$ cat config.mk
export PLATFORM = sky130hd
export DESIGN_NAME = mem_stage
export DESIGN_NICKNAME = d
export VERILOG_FILES = /design/src/rtl/mem_stage.sv
export SDC_FILE = /design/constraint.sdc
export NUM_CORES = 1
export LEC_CHECK = 0
export ABC_AREA = 1
export CORE_ASPECT_RATIO = 0.7
export CORE_UTILIZATION = 35
export CTS_CLUSTER_SIZE = 24
export DETAILED_ROUTE_END_ITERATION = 16
export HOLD_SLACK_MARGIN = 0.03
export MAX_ROUTING_LAYER = met4
export PLACE_DENSITY = 0.78
export SLEW_MARGIN = 20
export SYNTH_ARGS = -nofsm -noshare
export SYNTH_HDL_FRONTEND = slang
export SYNTH_SLANG_ARGS = --single-unit
$ cat constraint.sdc
create_clock -name clk_i -period 2.15 [get_ports clk_i]
set_input_delay 0.215 -clock clk_i [delete_from_list [all_inputs] [get_ports clk_i]]
set_output_delay 0.215 -clock clk_i [all_outputs]
set_load 0.05 [all_outputs]
$ cat src/rtl/mem_stage.sv
// MEM pipeline stage: req/gnt/rvalid data-memory port, load/store lane handling, pipe stall.
// Optional misaligned-access trap enabled by defining MEM_MISALIGN_TRAP_EN (adds misalign_o).
module mem_stage #(
  parameter int XLEN         = 32,
  parameter int RESP_TIMEOUT = 255
) (
  input  logic            clk_i,
  input  logic            rst_i,
  input  logic [4:0]      rd_addr_i,
  input  logic [XLEN-1:0] rd_data_i,
  input  logic            rd_we_i,
  input  logic [XLEN-1:0] mem_addr_i,
  input  logic            mem_re_i,
  input  logic            mem_we_i,
  input  logic [2:0]      opfunc3_i,
  output logic            dmem_req_o,
  output logic            dmem_we_o,
  output logic [XLEN-1:0] dmem_addr_o,
  output logic [XLEN-1:0] dmem_wdata_o,
  output logic [3:0]      dmem_be_o,
  input  logic            dmem_gnt_i,
  input  logic            dmem_rvalid_i,
  input  logic [XLEN-1:0] dmem_rdata_i,
  output logic            stall_o,
  output logic [4:0]      rd_addr_o,
  output logic [XLEN-1:0] rd_data_o,
  output logic            rd_we_o,
  output logic            bus_err_o
`ifdef MEM_MISALIGN_TRAP_EN
  ,
  output logic            misalign_o
`endif
);

  typedef enum logic [0:0] {
    IDLE      = 1'b0,
    WAIT_RESP = 1'b1
  } state_e;

  localparam logic [7:0] TIMEOUT_C = 8'(RESP_TIMEOUT);

  state_e            state_q, state_d;
  logic [7:0]        cnt_q, cnt_d;
  logic [4:0]        rd_addr_q, rd_addr_d;
  logic [XLEN-1:0]   rd_data_q, rd_data_d;
  logic              rd_we_q, rd_we_d;
  logic              bus_err_q, bus_err_d;
  logic              access_s;
  logic              misalign_s;
  logic [1:0]        off_s;

  function automatic logic [31:0] fmt_load(input logic [31:0] w, input logic [2:0] f3,
                                           input logic [1:0] off);
    logic [31:0] shifted;
    logic [7:0]  b;
    logic [15:0] h;
    shifted = w >> {off, 3'b000};
    b       = shifted[7:0];
    h       = off[1] ? w[31:16] : w[15:0];
    case (f3)
      3'b000:  fmt_load = {{24{b[7]}}, b};
      3'b100:  fmt_load = {24'h00_0000, b};
      3'b001:  fmt_load = {{16{h[15]}}, h};
      3'b101:  fmt_load = {16'h0000, h};
      default: fmt_load = w;
    endcase
  endfunction

  function automatic logic [3:0] store_be(input logic [2:0] f3, input logic [1:0] off);
    case (f3)
      3'b000:  store_be = 4'b0001 << off;
      3'b001:  store_be = off[1] ? 4'b1100 : 4'b0011;
      3'b010:  store_be = 4'b1111;
      default: store_be = 4'b0000;
    endcase
  endfunction

  function automatic logic [31:0] store_wdata(input logic [31:0] d, input logic [2:0] f3);
    case (f3)
      3'b000:  store_wdata = {4{d[7:0]}};
      3'b001:  store_wdata = {2{d[15:0]}};
      default: store_wdata = d;
    endcase
  endfunction

  assign off_s       = mem_addr_i[1:0];
  assign access_s    = mem_re_i | mem_we_i;
  assign dmem_addr_o = {mem_addr_i[XLEN-1:2], 2'b00};

`ifdef MEM_MISALIGN_TRAP_EN
  logic misalign_q, misalign_d;

  // Misalignment only applies to half/word sizes; 101 is LHU only for loads.
  always_comb begin
    misalign_s = 1'b0;
    case (opfunc3_i)
      3'b001:  misalign_s = off_s[0];
      3'b101:  misalign_s = ~mem_we_i & off_s[0];
      3'b010:  misalign_s = |off_s;
      default: misalign_s = 1'b0;
    endcase
  end

  assign misalign_o = misalign_q;
`else
  assign misalign_s = 1'b0;
`endif

  always_comb begin
    dmem_be_o    = mem_we_i ? store_be(opfunc3_i, off_s) : 4'b1111;
    dmem_wdata_o = store_wdata(rd_data_i, opfunc3_i);
  end

  always_comb begin
    state_d    = state_q;
    cnt_d      = cnt_q;
    dmem_req_o = 1'b0;
    dmem_we_o  = 1'b0;
    stall_o    = 1'b0;
    rd_addr_d  = rd_addr_i;
    rd_data_d  = rd_data_i;
    rd_we_d    = rd_we_i;
    bus_err_d  = 1'b0;
`ifdef MEM_MISALIGN_TRAP_EN
    misalign_d = 1'b0;
`endif
    case (state_q)
      IDLE: begin
        cnt_d = 8'd0;
        if (access_s && misalign_s) begin
          rd_we_d = 1'b0;
`ifdef MEM_MISALIGN_TRAP_EN
          misalign_d = 1'b1;
`endif
        end else if (access_s) begin
          dmem_req_o = 1'b1;
          dmem_we_o  = mem_we_i;
          if (dmem_gnt_i && mem_we_i) begin
            rd_we_d = 1'b0;
          end else begin
            // Granted load waits for rvalid; ungranted access keeps requesting.
            if (dmem_gnt_i) begin
              state_d = WAIT_RESP;
            end else begin
              state_d = IDLE;
            end
            stall_o   = 1'b1;
            rd_we_d   = 1'b0;
            rd_addr_d = 5'd0;
            rd_data_d = '0;
          end
        end else begin
          state_d = IDLE;
        end
      end
      WAIT_RESP: begin
        // rvalid is checked first so it wins over a coincident timeout.
        if (dmem_rvalid_i) begin
          rd_data_d = fmt_load(dmem_rdata_i, opfunc3_i, off_s);
          state_d   = IDLE;
          cnt_d     = 8'd0;
        end else if (cnt_q + 8'd1 == TIMEOUT_C) begin
          bus_err_d = 1'b1;
          rd_we_d   = 1'b0;
          state_d   = IDLE;
          cnt_d     = 8'd0;
        end else begin
          cnt_d     = cnt_q + 8'd1;
          stall_o   = 1'b1;
          rd_we_d   = 1'b0;
          rd_addr_d = 5'd0;
          rd_data_d = '0;
        end
      end
      default: begin
        state_d = IDLE;
        cnt_d   = 8'd0;
        rd_we_d = 1'b0;
      end
    endcase
  end

  always_ff @(posedge clk_i) begin
    if (!rst_i) begin
      state_q   <= IDLE;
      cnt_q     <= 8'd0;
      rd_addr_q <= 5'd0;
      rd_data_q <= '0;
      rd_we_q   <= 1'b0;
      bus_err_q <= 1'b0;
`ifdef MEM_MISALIGN_TRAP_EN
      misalign_q <= 1'b0;
`endif
    end else begin
      state_q   <= state_d;
      cnt_q     <= cnt_d;
      rd_addr_q <= rd_addr_d;
      rd_data_q <= rd_data_d;
      rd_we_q   <= rd_we_d;
      bus_err_q <= bus_err_d;
`ifdef MEM_MISALIGN_TRAP_EN
      misalign_q <= misalign_d;
`endif
    end
  end

  assign rd_addr_o = rd_addr_q;
  assign rd_data_o = rd_data_q;
  assign rd_we_o   = rd_we_q;
  assign bus_err_o = bus_err_q;

endmodule

After elaboration in Yosys (flattened, before gate mapping)
Index checks and enable logic that the tools add are counted.
Word-level totals
  memory bits (read-only): 0
  logic and storage cells: 56
  flip-flop bits (word level): 48
  input port bits: 111
  output and inout port bits: 110
  bits in writable memories: 0
  latch bits: 0
  memories kept: 0
Operators by class
  shift-type cells: 2
  $add $sub $neg: 1
  reductions and logical operators: 3
  bitwise logic cells: 3
  $mul: 0
  $lt $le $gt $ge: 0
  divide/modulo/power cells: 0
  muxes and demuxes: 36
  equal/unequal tests: 5
Operators by type and width (count)
  32-bit two-way mux: 4
  32-bit one-hot mux with 2 select lines: 2
  32-bit one-hot mux with 4 select lines: 1
  32-bit by 5-bit right shift with 8-bit output: 1
  5-bit two-way mux: 4
  16-bit two-way mux: 1
  8-bit two-way mux: 2
  8-bit one-hot mux with 2 select lines: 1
  1-bit two-way mux: 14
  4-bit one-hot mux with 3 select lines: 1
  5-bit one-hot mux with 2 select lines: 1
  8-bit by 1-bit adder with 8-bit output, second input constant: 1
  8-bit == test, second input constant: 1
  4-bit two-way mux: 2
  3-bit == test, second input constant: 2
  1-bit one-hot mux with 2 select lines: 3
  1-bit by 2-bit << shifter with 4-bit output, first input constant: 1
  3-bit by 1-bit == test with 1-bit output, second input constant: 1
  3-bit by 2-bit == test with 1-bit output, second input constant: 1
  3-bit zero test: 1
  3-bit OR reduction: 1
  1-bit NOT: 2
  1-bit logical AND: 1
  1-bit OR: 1

Logic depth before layout (Yosys ltp)
Gate-level depths: netlist of run 1.
  depth in word-level cells: 5
  depth in mapped cells: 13
  gate-level depth less buffers: 12

Least setup slack after synthesis of run 1
Ideal clock, no wire load.
  path type: input to output
  from: input opfunc3_i[2]
  to: output dmem_be_o[2]
  data arrival time: 2738 ps
  cell stages on the path: 6
  data required time: 1935 ps
  path slack: -803 ps
  buffers on the path: 1
  path through: nor2_2 > inv_2 > nor2_1 > buf_2 > inv_1 > o311ai_0
On the way
  longest elaborated chain between the ends: 3
  elaborated cells between the ends (all ways): 5
  those cells by class: eq/ne: 2; mux: 2; reduce/logical: 1
RTL lines
  start: declaration: line 15  | input logic [2:0] opfunc3_i,
  3-bit by 2-bit == test with 1-bit output, or another cell as far along: line 70  | case (f3)
  4-bit one-hot mux with 3 select lines (*): line 70
  4-bit two-way mux (*): line 110  | dmem_be_o = mem_we_i ? store_be(opfunc3_i, off_s) : 4'b1111;
  end: declaration: line 20  | output logic [3:0] dmem_be_o,
Every way passes the cells marked *; elsewhere a longest branch is shown, timed or not.

Final worst setup path of run 1
  from: register cnt_q[0]
  to: output stall_o
On the way
  longest elaborated chain between the ends: 5
RTL lines
  start: declaration: line 43  | logic [7:0] cnt_q, cnt_d;
  start signal: assignment: line 196  | cnt_q <= cnt_d;
  8-bit by 1-bit adder with 8-bit output: line 162  | end else if (cnt_q + 8'd1 == TIMEOUT_C) begin
  8-bit == test: line 162
  1-bit two-way mux: line 162
  1-bit two-way mux: line 158  | if (dmem_rvalid_i) begin
  1-bit one-hot mux with 2 select lines: line 127  | case (state_q)
  end: declaration: line 24  | output logic stall_o,
No other way between the ends.

==> results of run 1 <==
[power groups by stage]
stage                     clock network (W)  logic [W]  registers (W)
after floorplan                           0   0.000627        0.00112
after global placement                    0    0.00122       0.000969
after detailed placement                  0    0.00123       0.000969
after CTS                          0.000845    0.00123       0.000948
after global routing               0.000875    0.00130       0.000949
final                              0.000831    0.00125       0.000946
[final cells by class]
type,count,area (sq um)
Tap cell,124,155.1
Clock buffer,6,138.9
Clock inverter,2,13.76
Fill cell,852,3884
Inverter,46,172.7
Timing Repair Buffer,184,2048
Sequential cell,48,970.9
Multi-Input combinational cell,382,1906
[Yosys cell counts, types with 3 or more instances]
cell      instances
a21oi_1          36
a21oi_2          10
buf_2             6
buf_4            40
clkbuf_1         15
clkinv_1          4
dfxtp_1          48
inv_1            39
inv_2             3
nand2_1         171
nand2_2           3
nand3_1          14
nand4_1          18
nor2_1           31
o211ai_1         29
o21ai_0          36
o22ai_1          14
[cells in the final DEF (no fill, tap or decap), drive strengths merged, types with 14 or more instances in the layout]
master / n
nand2: 175
clkdlybuf4s50: 118
buf: 65
dfxtp: 48
a21oi: 46
inv: 44
o21ai: 36
nor2: 36
o211ai: 29
nand4: 18
o22ai: 14
nand3: 14
[kinds of logic (layout without fill, tap and decap cells)]
logic type / Yosys count / count (layout) / share of synthesized area, %
buffers and inverters: 110 / 238 / 17.10
AOI/OAI and AO/OA: 132 / 132 / 23.57
and+or+nand+nor: 246 / 246 / 30.44
other: 1 / 2 / 0.1095
adders and majority gates: 2 / 2 / 0.7306
DFF: 48 / 48 / 28.06
[layer usage]
metal  vias up  track usage, %  share of wire, %
li1       2010               -                 -
met4         0           6.958               1.5
met2       325           39.81                42
met5         -               -                 0
met3        27           4.212                11
met1      1938           40.20                45
[worst paths after layout]
check	startpoint	slack, ns	cells past startpoint	end
max	cnt_q[0]	0.06	12	stall_o
min	mem_addr_i[12]	0.43	0	dmem_addr_o[12]
max reg2reg	cnt_q[0]	0.26	12	rd_data_o[14]
min reg2reg	cnt_q[0]	0.47	1	cnt_q[0]
[critical path: cells and delay by family (launching register included)]
family,cells,cell delay (ns)
buffers and inverters,4,0.35
AND/OR/NAND/NOR,6,0.55
flip-flops,1,0.37
adder cells (fa/ha/maj),1,0.17
AO/OA/AOI/OAI,1,0.14
[what timing repair did]
action                                  in CTS  in global routing
resized for setup                            5                 10
cloned                                       0                  0
endpoints found under the setup margin       1                 15
pin swaps                                    2                  4
setup buffers                                2                  1
[registers in the layout, indices dropped and copies added (netlist names)]
| register | flops |
|---|---|
| rd_we_o | 1 |
| bus_err_o | 1 |
| rd_addr_o | 5 |
| cnt_q | 8 |
| state_q | 1 |
| rd_data_o | 32 |
[through the flow]
stage	instance area [sq um]	hold slack [ns]	power [W]	setup slack [ns]	TNS, ns
floorplan	3428	0.3342	0.001747	-0.2114	-0.4228
global placement	5190	0.4303	0.002194	0.1015	0
detailed placement	5190	0.4303	0.002199	0.06534	0
CTS	5366	0.4303	0.003028	0.02231	0
global route	5405	0.4301	0.003128	-0.02889	-0.02889
finish	5405	0.4300	0.003025	0.06096	0
==> results.json, run 1 <==
{
  "outcome": "complete, no violations",
  "setup_viol_count_final": 0,
  "critical_path_peak_fanout": 6,
  "cts-root-to-sink-buffers": 2,
  "combPwrFrac_pct": 41.2,
  "dpl_hpwl_um": 11090,
  "fp.dieArea_sq_um": 10190,
  "static-leakage-power_nw": 2.332,
  "finalWorstPathRequiredPeriod_ns": 2.089,
  "p_int_w": 0.001898,
  "globalRouteOverflowTotal": 0,
  "clkSinkCount": 48,
  "area.growth.synth_to_final_pct": 57.84,
  "count_of_flip_flops_with_a_built_in_enable_after_synthesis": 0,
  "drt_iter0_drc": 470,
  "yosys.area.top_type": "dfxtp_1",
  "final.setup_skew_ns": 0.003758,
  "crit_path_launch_type": "flop",
  "wl_um": 14020,
  "diodes": 0,
  "die_width_um": 120.2,
  "gp_congestion": 0.9637,
  "cts_tree": "built",
  "cts-htree-levels": 2,
  "ys_types": 32,
  "cell_chain_critical_path": "ha_4 -> nand2_2 -> inv_1 -> nand2_1 -> nand2_1 -> inv_1 -> nand3_2 -> nor2_4 -> nand2_4 -> a21oi_2 -> inv_2 -> buf_12",
  "grt_pass1_wl_um": 21310,
  "die_y_um": 84.76,
  "detail_route.vias_per_cell": 5.429,
  "worst_skew_pair.late_latency_ns": 0.29,
  "synth_largest_type_area_fraction_pct": 28.06,
  "post-place-cells": 781,
  "boundaryPins": 221,
  "start_util_pct": 36.87,
  "row_count": 29,
  "critical-path-max-stage-delay_ns": 0.37,
  "vias_in_the_first_global_route": 3935,
  "power_per_cell_area_nw_per_um2": 559.6,
  "cp_data_arrival_time_ns": 1.87,
  "hold_vio_cnt_final": 0,
  "final_min_period_over_clock_period_pct": 97.16,
  "cts_root_buffer": "clkbuf_16",
  "cp_data_required_time_ns": 1.93,
  "drt_pass1_iterations": 6,
  "ant_nets": 0,
  "synth.yosys.warnings": 0,
  "layout.cells.non_filler": 792,
  "antenna_violations_before_repair": 0,
  "switching_power_w": 0.001127,
  "netlist_instances": 539,
  "cts_hold_buf": 0,
  "slew_at_the_pin_closest_to_its_max_slew_limit_ns": 0.5366,
  "cell_area_after_synthesis_sq_um": 3425,
  "vdd.ir_drop.worst_mv": 0.2810,
  "sw_frac_of_total_pct": 37.25,
  "cp_slowest_cell": "dfxtp_4",
  "postSynth.topFlopCell": "dfxtp_1",
  "setup.worst_path.class": "flop to output port",
  "wl_per_cell_um": 17.70,
  "layout-drive-gt1-share_pct": 15.87,
  "path_clk_slew_ns": 0.07,
  "min_path_type": "input port to output port",
  "synth_area_per_cell_sq_um": 6.353,
  "buffer_ports.inserted": 158,
  "num_vias": 4300,
  "detail_route.drc_violations": 0,
  "worst_rel_slew_slack_pct": 64.12,
  "report.final.slew_viol_count": 0,
  "max_clock_freq_mhz": 478.7,
  "seq_power_share_pct": 31.3,
  "core_footprint_sq_um": 9289,
  "synth_seq_cells": 48,
  "layout.core_utilization_pct": 58.19,
  "timing.max_cap.violations": 0,
  "grt_max_degree": 47,
  "endpoint_kind": "output port",
  "final_layout_net_count": 780,
  "groute.usage.overall_pct": 27.76,
  "synth_area_leaders": "dfxtp_1 (28%), nand2_1 (19%), buf_4 (8.8%)",
  "async_s_r_ff_share_synth_pct": 0,
  "pwr-share-clk_pct": 27.5,
  "rsz0062_at_grt": "true",
  "yosysSeqAreaShare_pct": 28.06,
  "cts-buffers-inserted": 5
}
Power figures use the tool's default switching activity.
==> run 2, diff against run 1 <==
--- a/config.mk
+++ b/config.mk
@@ -13,6 +13,7 @@
 export HOLD_SLACK_MARGIN = 0.03
 export MAX_ROUTING_LAYER = met4
 export PLACE_DENSITY = 0.78
+export REMOVE_ABC_BUFFERS = 1
 export SLEW_MARGIN = 20
 export SYNTH_ARGS = -nofsm -noshare
 export SYNTH_HDL_FRONTEND = slang
==> constraint.sdc (replaced) <==
create_clock -name clk_i -period 2.15 [get_ports clk_i]
set_input_delay 0.43 -clock clk_i [delete_from_list [all_inputs] [get_ports clk_i]]
set_output_delay 0.43 -clock clk_i [all_outputs]
set_load 0.05 [all_outputs]
==> run 2 against run 1 <==
Against the previous run: the run now ends with negative setup slack left; core utilization rose by 7.9 points; sequential power barely moved; combinational power rose by 8%; register-to-register slack got worse by 0.17 ns; sequential cell count did not move; worst hold slack improved by 0.10 ns; sequential share of layout area fell by 2.2 points; first-iteration DRC count fell by 25%.
==> results.json, run 2 (synthesis gave the netlist of run 1 again) <==
{
  "layout.cells.most_common": "nand2_1",
  "die_width_um": 120.2,
  "detail_route.vias_per_cell": 5.383,
  "cts-buffers-inserted": 5,
  "seq_power_share_pct": 28.3,
  "crit_path_launch_type": "flop",
  "slew_at_the_pin_closest_to_its_max_slew_limit_ns": 0.5494,
  "drt_pass1_iterations": 5,
  "start_util_pct": 36.87,
  "report.final.slew_viol_count": 0,
  "p_int_w": 0.002191,
  "wl_per_cell_um": 18.76,
  "hold_vio_cnt_final": 0,
  "switching_power_w": 0.001157,
  "wl_um": 15880,
  "globalRouteOverflowTotal": 0,
  "layout.cells.most_common_list": "nand2_1 (167), clkdlybuf4s50_1 (116), buf_4 (70)",
  "combPwrFrac_pct": 40.4,
  "post-route-worst-setup-slack_ns": -0.1073,
  "vias_in_the_first_global_route": 4471,
  "diodes": 0,
  "power_per_cell_area_nw_per_um2": 545.6,
  "finalWorstPathRequiredPeriod_ns": 2.257,
  "cts-root-to-sink-buffers": 2,
  "timing.max_cap.violations": 0,
  "layout.cells.non_filler": 846,
  "placement.setup.worst_slack_ns": -0.3304,
  "max_clock_freq_mhz": 443.0,
  "cp_data_required_time_ns": 1.72,
  "final.setup_skew_ns": 0.005335,
  "groute.usage.overall_pct": 31.46,
  "largest_reg_flops": 32,
  "sw_frac_of_total_pct": 34.55,
  "setup_viol_count_final": 1,
  "worst_rel_slew_slack_pct": 63.26,
  "num_vias": 4554,
  "clkSinkCount": 48,
  "setup.worst_path.class": "flop to output port",
  "row_count": 29,
  "layout-drive-gt1-share_pct": 24.52,
  "rsz0062_at_grt": "true",
  "boundaryPins": 221,
  "cp_data_arrival_time_ns": 1.83,
  "layout.core_utilization_pct": 66.04,
  "drt_iter0_drc": 354,
  "failed_checks": "negative setup slack",
  "final_min_period_over_clock_period_pct": 105.0,
  "fp.dieArea_sq_um": 10190,
  "static-leakage-power_nw": 2.706,
  "min_path_type": "flop to flop",
  "antenna_violations_before_repair": 0,
  "vdd.ir_drop.worst_mv": 0.3079,
  "ant_nets": 0,
  "endpoint_kind": "output port",
  "area.growth.synth_to_final_pct": 79.14,
  "outcome": "complete, but fails checks",
  "final_layout_net_count": 834,
  "hold_ws_ns": 0.5299,
  "cts_tree": "built",
  "buffer_ports.inserted": 158,
  "grt_pass1_wl_um": 23520,
  "detail_route.drc_violations": 0,
  "pwr-share-clk_pct": 31.3,
  "die_y_um": 84.76,
  "path_clk_slew_ns": 0.07,
  "fillerInstances": 792,
  "dpl_hpwl_um": 11860,
  "cts-htree-levels": 2,
  "grt_max_degree": 30,
  "critical_path_peak_fanout": 3,
  "post-place-cells": 817,
  "worst_skew_pair.late_latency_ns": 0.29,
  "cts_root_buffer": "clkbuf_16",
  "core_footprint_sq_um": 9289,
  "cts_hold_buf": 0,
  "gp_congestion": 0.9124
}
[run 2: metal layers]
| metal | GRT usage (%) | share of wire (%) |
|---|---|---|
| met2 | 48.12 | 45 |
| met1 | 40.28 | 43 |
| met3 | 10.12 | 10 |
| met4 | 6.958 | 1.4 |
| met5 | - | 0 |
[run 2: area by class of cell]
| cell class | count | area (sq um) | area share [%] |
|---|---|---|---|
| clock buffers | 5 | 125.1 | 2.040 |
| clock inverters | 3 | 68.82 | 1.122 |
| inverters | 46 | 176.4 | 2.876 |
| multi-input cells | 382 | 1987 | 32.39 |
| flip-flops and latches | 48 | 969.7 | 15.81 |
| well taps | 124 | 155.1 | 2.529 |
| repair buffers | 238 | 2653 | 43.24 |
[run 2: power by group through the flow]
| stage | registers, W | logic (W) | clock network (W) |
|---|---|---|---|
| after floorplan | 0.00113 | 0.000401 | 0 |
| after global placement | 0.000966 | 0.00129 | 0 |
| after detailed placement | 0.000968 | 0.00131 | 0 |
| after CTS | 0.000947 | 0.00134 | 0.00105 |
| after global routing | 0.000950 | 0.00141 | 0.00109 |
| final | 0.000946 | 0.00135 | 0.00105 |
[run 2: what timing repair did]
item / in CTS / in global routing
gates cloned: 1 / 1
pin swaps: 7 / 15
resized for setup: 38 / 15
setup buffers: 10 / 10
endpoints found under the hold margin: 0 / 0
endpoints found under the setup margin: 21 / 15
[run 2: final timing paths]
path / to / slack (ns) / cells after the start / startpoint
worst max register to register: rd_data_o[18] / 0.09 / 15 / cnt_q[0]
worst min register to register: cnt_q[3] / 0.53 / 2 / cnt_q[3]
worst max-delay path: stall_o / -0.11 / 12 / cnt_q[0]
worst min-delay path: cnt_q[3] / 0.53 / 2 / cnt_q[3]
[run 2: stage by stage]
step	power [W]	TNS [ns]	area, sq um
detailed placement	0.002275	-6.672	5637
global placement	0.002253	-5.411	5637
finish	0.003347	-0.1073	6135
CTS	0.003339	-0.03155	6021
floorplan	0.001529	-17.00	3015
global route	0.003456	-0.2114	6135
[run 2: worst max-delay path: stages, from the launching register on]
cell	delay, ns
dfxtp_4	0.36
ha_4	0.17
nand2_4	0.10
inv_1	0.04
nand2_1	0.06
nand2_2	0.06
inv_2	0.05
nand3_2	0.09
nor2_4	0.15
nand2_4	0.07
a21oi_4	0.16
inv_2	0.06
buf_12	0.14
